--- src/rtl/bfp_frame_scaler.sv ---
// bfp_frame_scaler: buffers one complex frame, finds its peak MSB index and replays it block-scaled
module bfp_frame_scaler #(
   parameter int WIDTH     = 23,
   parameter int OUT_WIDTH = 16,
   parameter int FRAME_LEN = 64
) (
   input  logic                       clk,
   input  logic                       rst,
   input  logic [WIDTH-1:0]           din_re,
   input  logic [WIDTH-1:0]           din_im,
   input  logic                       din_valid,
   output logic                       din_ready,
   output logic [OUT_WIDTH-1:0]       dout_re,
   output logic [OUT_WIDTH-1:0]       dout_im,
   output logic                       dout_valid,
   input  logic                       dout_ready,
   output logic                       dout_last,
   output logic [$clog2(WIDTH)-1:0]   blk_exp
);
   localparam int AW = $clog2(FRAME_LEN);
   localparam int EW = $clog2(WIDTH);
   localparam logic [AW-1:0] LAST = AW'(FRAME_LEN - 1);
   localparam logic [EW:0]   OW   = (EW + 1)'(OUT_WIDTH);

   typedef enum logic [1:0] {FILL, SCALE, DRAIN} state_t;

   state_t                 r_state, w_next;
   logic [2*WIDTH-1:0]     r_mem [FRAME_LEN];
   logic [AW-1:0]          r_wr_ptr, r_rd_ptr, w_rd_addr;
   logic [EW-1:0]          r_max, w_max_nxt, w_idx_re, w_idx_im, w_shift, w_sh;
   logic [EW:0]            w_sum;
   logic [OUT_WIDTH-1:0]   r_dout_re, r_dout_im, w_sc_re, w_sc_im;
   logic                   r_dout_valid, r_dout_last;
   logic [EW-1:0]          r_blk_exp;
   logic [2*WIDTH-1:0]     w_rd;
   logic                   w_in_xfer, w_out_xfer;

   // highest bit below the sign bit that differs from it; 0 for 0 and -1
   function automatic logic [EW-1:0] f_idx(input logic [WIDTH-1:0] x);
      f_idx = '0;
      for (int i = 0; i < WIDTH - 1; i++)
         if (x[i] != x[WIDTH-1]) f_idx = EW'(i);
   endfunction

   assign din_ready  = (r_state == FILL) && !rst;
   assign w_in_xfer  = din_valid && din_ready;
   assign w_out_xfer = r_dout_valid && dout_ready;
   assign dout_re    = r_dout_re;
   assign dout_im    = r_dout_im;
   assign dout_valid = r_dout_valid;
   assign dout_last  = r_dout_last;
   assign blk_exp    = r_blk_exp;

   // running peak index, shift amount and the scaled read-side sample
   always_comb begin
      w_idx_re  = f_idx(din_re);
      w_idx_im  = f_idx(din_im);
      w_max_nxt = r_max;
      w_max_nxt = (w_idx_re > w_max_nxt) ? w_idx_re : w_max_nxt;
      w_max_nxt = (w_idx_im > w_max_nxt) ? w_idx_im : w_max_nxt;
      w_sum     = {1'b0, r_max} + (EW + 1)'(2);
      w_shift   = (w_sum > OW) ? EW'(w_sum - OW) : '0;
      w_sh      = (r_state == SCALE) ? w_shift : r_blk_exp;
      w_rd_addr = (r_state == SCALE) ? '0 : r_rd_ptr + 1'b1;
      w_rd      = r_mem[w_rd_addr];
      w_sc_re   = OUT_WIDTH'($signed(w_rd[WIDTH-1:0]) >>> w_sh);
      w_sc_im   = OUT_WIDTH'($signed(w_rd[2*WIDTH-1:WIDTH]) >>> w_sh);
   end

   // next-state: fill until the buffer is full, one scale cycle, drain until the last transfer
   always_comb begin
      w_next = r_state;
      w_next = (r_state == FILL  && w_in_xfer  && r_wr_ptr == LAST) ? SCALE :
               (r_state == SCALE)                                   ? DRAIN :
               (r_state == DRAIN && w_out_xfer && r_rd_ptr == LAST) ? FILL  : r_state;
   end

   // state register
   always_ff @(posedge clk or posedge rst) begin
      if (rst) r_state <= FILL;
      else     r_state <= w_next;
   end

   // frame buffer, written only while filling
   always_ff @(posedge clk) begin
      if (w_in_xfer) r_mem[r_wr_ptr] <= {din_im, din_re};
   end

   // pointers, peak tracking and output registers
   always_ff @(posedge clk or posedge rst) begin
      if (rst) begin
         r_wr_ptr     <= '0;
         r_rd_ptr     <= '0;
         r_max        <= '0;
         r_dout_re    <= '0;
         r_dout_im    <= '0;
         r_dout_valid <= 1'b0;
         r_dout_last  <= 1'b0;
         r_blk_exp    <= '0;
      end else begin
         if (w_in_xfer) begin
            r_wr_ptr <= r_wr_ptr + 1'b1;
            r_max    <= w_max_nxt;
         end
         if (r_state == SCALE) begin
            r_blk_exp    <= w_shift;
            r_dout_re    <= w_sc_re;
            r_dout_im    <= w_sc_im;
            r_dout_valid <= 1'b1;
            r_dout_last  <= 1'b0;
         end else if (r_state == DRAIN && w_out_xfer) begin
            if (r_rd_ptr == LAST) begin
               r_dout_valid <= 1'b0;
               r_dout_last  <= 1'b0;
               r_rd_ptr     <= '0;
               r_max        <= '0;
            end else begin
               r_rd_ptr    <= r_rd_ptr + 1'b1;
               r_dout_re   <= w_sc_re;
               r_dout_im   <= w_sc_im;
               r_dout_last <= (w_rd_addr == LAST);
            end
         end
      end
   end
endmodule

--- config.mk ---
export PLATFORM = sky130hd
export DESIGN_NAME = bfp_frame_scaler
export DESIGN_NICKNAME = d
export VERILOG_FILES = /design/src/rtl/bfp_frame_scaler.sv
export SDC_FILE = /design/constraint.sdc
export NUM_CORES = 2
export LEC_CHECK = 0
export BUFFER_PORTS_ARGS = -buffer_cell sky130_fd_sc_hd__buf_2
export CORE_MARGIN = 2
export CORE_UTILIZATION = 24
export DETAILED_ROUTE_END_ITERATION = 8
export GPL_ROUTABILITY_DRIVEN = 0
export PLACE_DENSITY_LB_ADDON = 0.15
export SYNTH_ARGS = -nofsm -noshare
export SYNTH_HDL_FRONTEND = slang
export SYNTH_SLANG_ARGS = --single-unit
--- constraint.sdc ---
create_clock -name clk -period 3.4 [get_ports clk]
set_input_delay 0.68 -clock clk [delete_from_list [all_inputs] [get_ports clk]]
set_output_delay 0.68 -clock clk [all_outputs]
set_load 0.005 [all_outputs]
Word-level counts from Yosys, hierarchy flattened

Memories as Yosys holds them, arrays and structs flattened.
Index checks and enable logic that the tools add are counted.
W data, S select, Z words.

$add $sub $neg: 4
$lt $le $gt $ge: 3
Eq/ne operators: 48
Shifts and indexed selects: 2
Multiplexer cells: 69
Bitwise gates (word level): 1
Reduce and logical (&&, ||, !) cells: 15

Operators by type and width:

| operator              | count |
|---|---|
| $mux W5               | 48 |
| $mux W16              | 6 |
| $sshr A23 B5 Y16      | 2 |
| $ne A1 B1 Y1          | 42 |
| $eq A6 B6 Y1 const B  | 3 |
| $add A6 B1 Y6 const B | 2 |
| $mux W6               | 2 |
| $gt A5 B5 Y1          | 2 |
| $mux W1               | 10 |
| $logic_and A1 B1 Y1   | 7 |
| $add A5 B2 Y6 const B | 1 |
| $gt A6 B5 Y1 const B  | 1 |
| $mux W2               | 3 |
| $reduce_and A2 Y1     | 3 |
| $sub A5 B5 Y5 const B | 1 |
| $reduce_bool A2 Y1    | 2 |
| $reduce_bool A3 Y1    | 1 |
| $eq A2 B1 Y1 const B  | 1 |
| $eq A2 B2 Y1 const B  | 1 |
| $logic_not A2 Y1      | 1 |
| $ne A2 B2 Y1 const B  | 1 |
| $logic_not A1 Y1      | 1 |
| $not A1 Y1            | 1 |

Register bits after elaboration: 58
RAM bits: 2944
Input port bits: 50
Output and inout bits: 40
Logic and storage cells: 152
Memories kept: 1

Memories:

| memory | depth | width | rd ports | clocked after Yosys merged registers in | wr ports | RTL line | RTL |
|---|---|---|---|---|---|---|---|
| r_mem  | 64    | 46    | 1        | 0                                       | 1        | 28       | `logic [2*WIDTH-1:0] r_mem [FRAME_LEN];` |

Logic depth before layout (Yosys ltp)

Word-level depth: 30
Depth in mapped cells: 26
Gate-level depth less buffers: 26

Worst setup path after synthesis

OpenSTA, ideal clock, no wires.

Kind: input -> register
From: input din_re[22]
To: register r_max[0]
Setup time: 0.119 ns
Arrival time: 4.392 ns
Required time: 3.281 ns
Slack: -1.111 ns
Stages: 19
Path buffers: 2
Cells stage by stage: clkbuf_1 -> clkbuf_1 -> nand3_1 -> o22ai_1 -> nand2_1 -> a21oi_1 -> ha_1 -> and3_1 -> a32oi_1 -> mux2i_1 -> ha_1 -> nor2b_1 -> o21a_1 -> o21ai_0 -> nand2b_1 -> a21oi_1 -> a31oi_1 -> a41oi_1 -> a21bo_2

Cells in the longest elaborated chain, start to end: 30
Elaborated cells between the ends (all ways): 50
Those cells by class: order compare: 2; eq/ne: 21; mux: 27

Ends and longest elaborated chain:

| element               | RTL line | RTL |
|---|---|---|
| from (decl)           | 9        | `input logic [WIDTH-1:0] din_re,` |
| $ne A1 B1 Y1          | 42       | `if (x[i] != x[WIDTH-1]) f_idx = EW'(i);` |
| $mux W1               | 42       |  |
| $mux W5 (19 in a row) | 42       |  |
| $mux W5 *             | 42       |  |
| $gt A5 B5 Y1          | 59       | `w_max_nxt = (w_idx_re > w_max_nxt) ? w_idx_re : w_max_nxt;` |
| $mux W5 *             | 59       |  |
| $gt A5 B5 Y1          | 60       | `w_max_nxt = (w_idx_im > w_max_nxt) ? w_idx_im : w_max_nxt;` |
| $mux W5 *             | 60       |  |
| $mux W5 *             | 101      | `if (w_in_xfer) begin` |
| $mux W5               | 112      | `if (r_rd_ptr == LAST) begin` |
| $mux W5               | 111      | `end else if (r_state == DRAIN && w_out_xfer) begin` |
| $mux W5 *             | 105      | `if (r_state == SCALE) begin` |
| to (signal assigned)  | 103      | `r_max <= w_max_nxt;` |
| to (decl)             | 30       | `logic [EW-1:0] r_max, w_max_nxt, w_idx_re, w_idx_im, w_shift, w_sh;` |

Mark *: on every way between the ends. The rest lies on a longest branch, timed or not.
A chain may end at the register's enable or synchronous reset.

Worst setup path in the final report

From: register r_rd_ptr[0]
To: register r_dout_re[0] (netlist: dout_re[0])

Cells in the longest elaborated chain, start to end: 7
Elaborated cells between the ends (all ways): 10
Those cells by class: add/sub: 1; eq/ne: 2; shift: 1; mux: 4; reduce/logical: 1; memory: 1

Ends and longest elaborated chain:

| element                | RTL line | RTL |
|---|---|---|
| from (decl)            | 29       | `logic [AW-1:0] r_wr_ptr, r_rd_ptr, w_rd_addr;` |
| from (signal assigned) | 118      | `r_rd_ptr <= r_rd_ptr + 1'b1;` |
| $add A6 B1 Y6          | 64       | `w_rd_addr = (r_state == SCALE) ? '0 : r_rd_ptr + 1'b1;` |
| $mux W6                | 64       |  |
| $mem_v2 Z64 W46        | --       |  |
| $sshr A23 B5 Y16       | 66       | `w_sc_re = OUT_WIDTH'($signed(w_rd[WIDTH-1:0]) >>> w_sh);` |
| $mux W16               | 112      |  |
| $mux W16               | 111      |  |
| $mux W16               | 105      |  |
| to (signal assigned)   | 107      | `r_dout_re <= w_sc_re;` |
| to (signal assigned)   | 119      | `r_dout_re <= w_sc_re;` |
| to (decl)              | 32       | `logic [OUT_WIDTH-1:0] r_dout_re, r_dout_im, w_sc_re, w_sc_im;` |

Several ways; a longest one is shown, not always the timed one. The select of a mux whose other input is x is not followed.

==> metrics.yaml <==
run_status:
  status: "finished, violations left"
  failed_checks: "negative setup slack"
die:
  core_sq_mm: 0.505
  die_w_microns: 716
  rows: 261
  pin_count: 90
  start_util: 0.241
  dieHeight_microns: 716
  die_area_sq_mm: 0.513
logic_synthesis:
  yosysTopAreaCellShare: 0.727
  synthArstFlopShare: 0.0193
  yosysSeqAreaShare: 0.739
  yosys_warnings: 0
  synth_edf_count: 2944
  synth_top_area_cell: "edfxtp_1"
  synthMuxAreaShare: 0.0610
  ys_types: 94
  synth_adder_area_share: 0.00134
  synthTopCellsByArea: "edfxtp_1 73%, mux2i_1 2.9%, mux4_2 2.3%, nand2_1 1.7%, o21ai_0 1.4%"
  synth-xor-area-share: 0.00142
  synth_top_family_by_area: "compound AO/OA/AOI/OAI gates"
  ys_ff_latch: 3002
  syn_inst: 7781
  synth_compound_area_frac: 0.112
  synth_flop_cell: "edfxtp_1"
  synth_area_sq_mm: 0.122
  syn_nets: 7844
  syn_avg_cell_area_sq_um: 15.6
  synthSimpleGateAreaFrac: 0.0627
worst_hold_path:
  min_path_type: "in2reg"
sta:
  slew_violations: 0
  finalSetupViolCount: 37
  maxSlewHeadroom: 0.384
  fmax_ghz: 0.228
  fin_ws_ns: -0.980
  hold_violations: 0
  worst_pin_slew_ns: 0.924
  rsz0062_at_grt: "yes"
  fin_skew_ns: 0.0578
  period_share: 1.29
  post-route-min-period_ns: 4.38
placement:
  hpwlAfterDp_mm: 394
  portBuffers: 89
  dpl_cell_area_sq_mm: 0.145
grt:
  grt_antenna_before_repair: 52
  grt_overflow: 0
  met3_usage: 0.0439
  grt_pass1_vias: 83265
  grt_max_degree: 68
  grtUsageMet1: 0.325
  use_met2: 0.358
  globalRoute.busiestLayer: "met2"
  grt_usage: 0.232
  grt_pass1_wl_mm: 805
pwr:
  peakVddDrop_mv: 0.397
  p_per_area_mw_per_mm2: 494
  leakage_nw: 52.8
  power_mw: 80.4
cts:
  cts-root-buf: "clkbuf_16"
  cts_tree: "done"
  clk_pin_slew_ns: 0.06
  cts_inserted_buffers: 354
  worst_skew_pair.late_latency_ns: 0.97
  cts_sinks: 3002
  cts_buffer_depth: 4
  h-tree-depth: 5
worst_setup_path:
  cp_num_buf_inv: 5
  cp_common_cell: "buf_12"
  crit_family: "compound AO/OA/AOI/OAI gates"
  crit_chain: "ha_4, xor2_4, buf_12, buf_12, nand3_4, buf_12, buf_4, o22ai_4, a211oi_2, a311o_1, o211ai_1, clkbuf_16, a21oi_2, a21oi_2, a211o_1, a31oi_4, or3b_1"
  required_ns: 4.25
  cp-start-kind: "flip-flop"
  crit_slowest_cell: "o211ai_1"
  worstSetupPathType: "reg2reg"
  arrival_ns: 5.23
  crit_fanout: 8
  endpoint_kind: "flip-flop"
  critPathMaxStageDelay_ns: 0.67
routing:
  num_vias: 86571
  wl_mm: 618
  drc: 0
  drt_pass1_iterations: 8
  drt_iter0_drc: 11751
  antenna_left: 0
  routedWlPerCell_microns: 37.6
  avgViaCountPerCell: 5.28
finish:
  final_core_util: 0.322
  final_area_sq_mm: 0.163
  area_delta_synth_final_pct: 33.7
  layout.nets: 9459
  drive_above_1_share: 0.318
job:
  cap_violations: 0
-- routing by layer --
layer | part of all wire | wire, microns
met5 | 0.00011 | 70
met4 | 0.040 | 24700
met1 | 0.43 | 267000
met2 | 0.44 | 274000
met3 | 0.083 | 51200
-- registers in the layout (all words and copies together), names as in the netlist, 2 cells and up --
register	count
blk_exp	5
dout_re	16
r_state	2
r_mem	2944
r_max	5
dout_im	16
r_wr_ptr	6
r_rd_ptr	6
-- power by group --
part | internal (mW) | switching, mW | leakage (nW)
registers | 40.6 | 0.00300 | 27.1
clock network | 22.3 | 16.2 | 5.57
logic | 0.307 | 0.962 | 20.1
total | 63.3 | 17.1 | 52.8
-- stage by stage --
step	std cells	worst slack [ns]	hold slack, ns	TNS, ns
floorplan	7781	-0.719	0.459	-1782.01
global placement	15505	-2.04	0.451	-56.44
detailed placement	15505	-1.73	0.458	-54.40
CTS	16283	-0.870	0.0293	-24.30
global route	16402	-1.03	0.0657	-28.91
finish	16409	-0.980	0.0864	-25.95
-- cell usage after synthesis (21+ instances only) --
cell,count
nor4_1,22
nor3_1,139
o21ai_0,347
nor2b_1,40
nand3_1,265
a221o_1,34
o22ai_1,212
nand2b_1,73
dfrtp_1,58
buf_1,61
o2111ai_1,44
or3_1,77
o221ai_1,95
mux2_2,98
a311oi_1,23
a2111oi_0,30
nand2_1,546
a221oi_1,54
mux4_2,125
a211oi_1,185
a211o_1,43
o22a_1,28
mux2i_1,350
a2bb2oi_1,21
o211ai_1,113
a31oi_1,98
clkbuf_1,246
nor2_1,289
edfxtp_1,2944
and3_1,74
buf_2,205
a22oi_1,51
buf_4,59
nand4_1,29
a21oi_1,250
o31ai_1,24
o2bb2ai_1,35
inv_1,36
a32oi_1,31
-- placed cells by master, fill, tap and decap left out, types with 52 or more instances in the layout --
master and count:
mux2i_1 336, nor2_4 76, clkinv_1 86, buf_12 414, o211ai_1 113, mux2_2 95, a31oi_1 85, buf_2 86
buf_6 86, and3_1 70, nand3_1 250, buf_4 1178, o22ai_1 179, edfxtp_1 2944, o221ai_1 84, mux4_2 125
a21oi_1 216, nor2_1 206, a211oi_2 52, or3_1 75, nand2_1 527, nand2b_1 72, nor3_1 111, clkbuf_1 77
a211oi_1 127, clkbuf_16 373, o21ai_0 296, dfrtp_1 56
-- worst reg2reg max path: cells and delay by family, from the launching register on --
family / cells / cell delay (ns)
AND/OR/NAND/NOR: 2 / 0.55
flip-flops: 1 / 0.51
XOR/XNOR: 1 / 0.16
adder cells (fa/ha/maj): 1 / 0.22
buffers and inverters: 5 / 1.04
AO/OA/AOI/OAI: 8 / 1.75
-- final cells by class --
class	count	area [sq um]
Tap cell	6706	8390
Inverter	37	146
Clock inverter	206	2150
Timing Repair Buffer	1835	20200
Clock buffer	437	9300
Fill cell	49188	343000
Sequential cell	3002	89900
Antenna cell	20	50.0
Multi-Input combinational cell	4166	32600
-- cells by family after synthesis --
logic type               count (synthesis)
XOR/XNOR                                15
multiplexers                           573
AO/OA/AOI/OAI                         1943
adder cells (fa/ha/maj)                 13
AND/OR/NAND/NOR                       1622
flip-flops                            3002
buffers and inverters                  613
-- repair_timing --
action,in CTS,in global routing
resized for setup,385,337
buffers inserted,128,107
setup endpoints to repair,37,37
endpoints found under the hold margin,14,0
cloned,8,10
hold buffers,1,0
pin swaps,67,140
-- final timing paths --
kind / start / to / slack, ns / cells after the start
setup reg to reg: r_rd_ptr[0]$_DFFE_PP0P_ / dout_re[0]$_DFFE_PP0P_ / -0.98 / 17
hold reg to reg: dout_im[15]$_DFFE_PP0P_ / dout_im[15]$_DFFE_PP0P_ / 0.46 / 2
min in group asynchronous: rst / r_state[1]$_DFFE_PP0P_ / 0.57 / 3
hold / removal: din_re[10] / r_mem[8][10]$_DFFE_PP_ / 0.09 / 2
setup / recovery: r_rd_ptr[0]$_DFFE_PP0P_ / dout_re[0]$_DFFE_PP0P_ / -0.98 / 17
max in group asynchronous: rst / dout_im[13]$_DFFE_PP0P_ / 1.92 / 5
(Power assumes the default switching activity.)
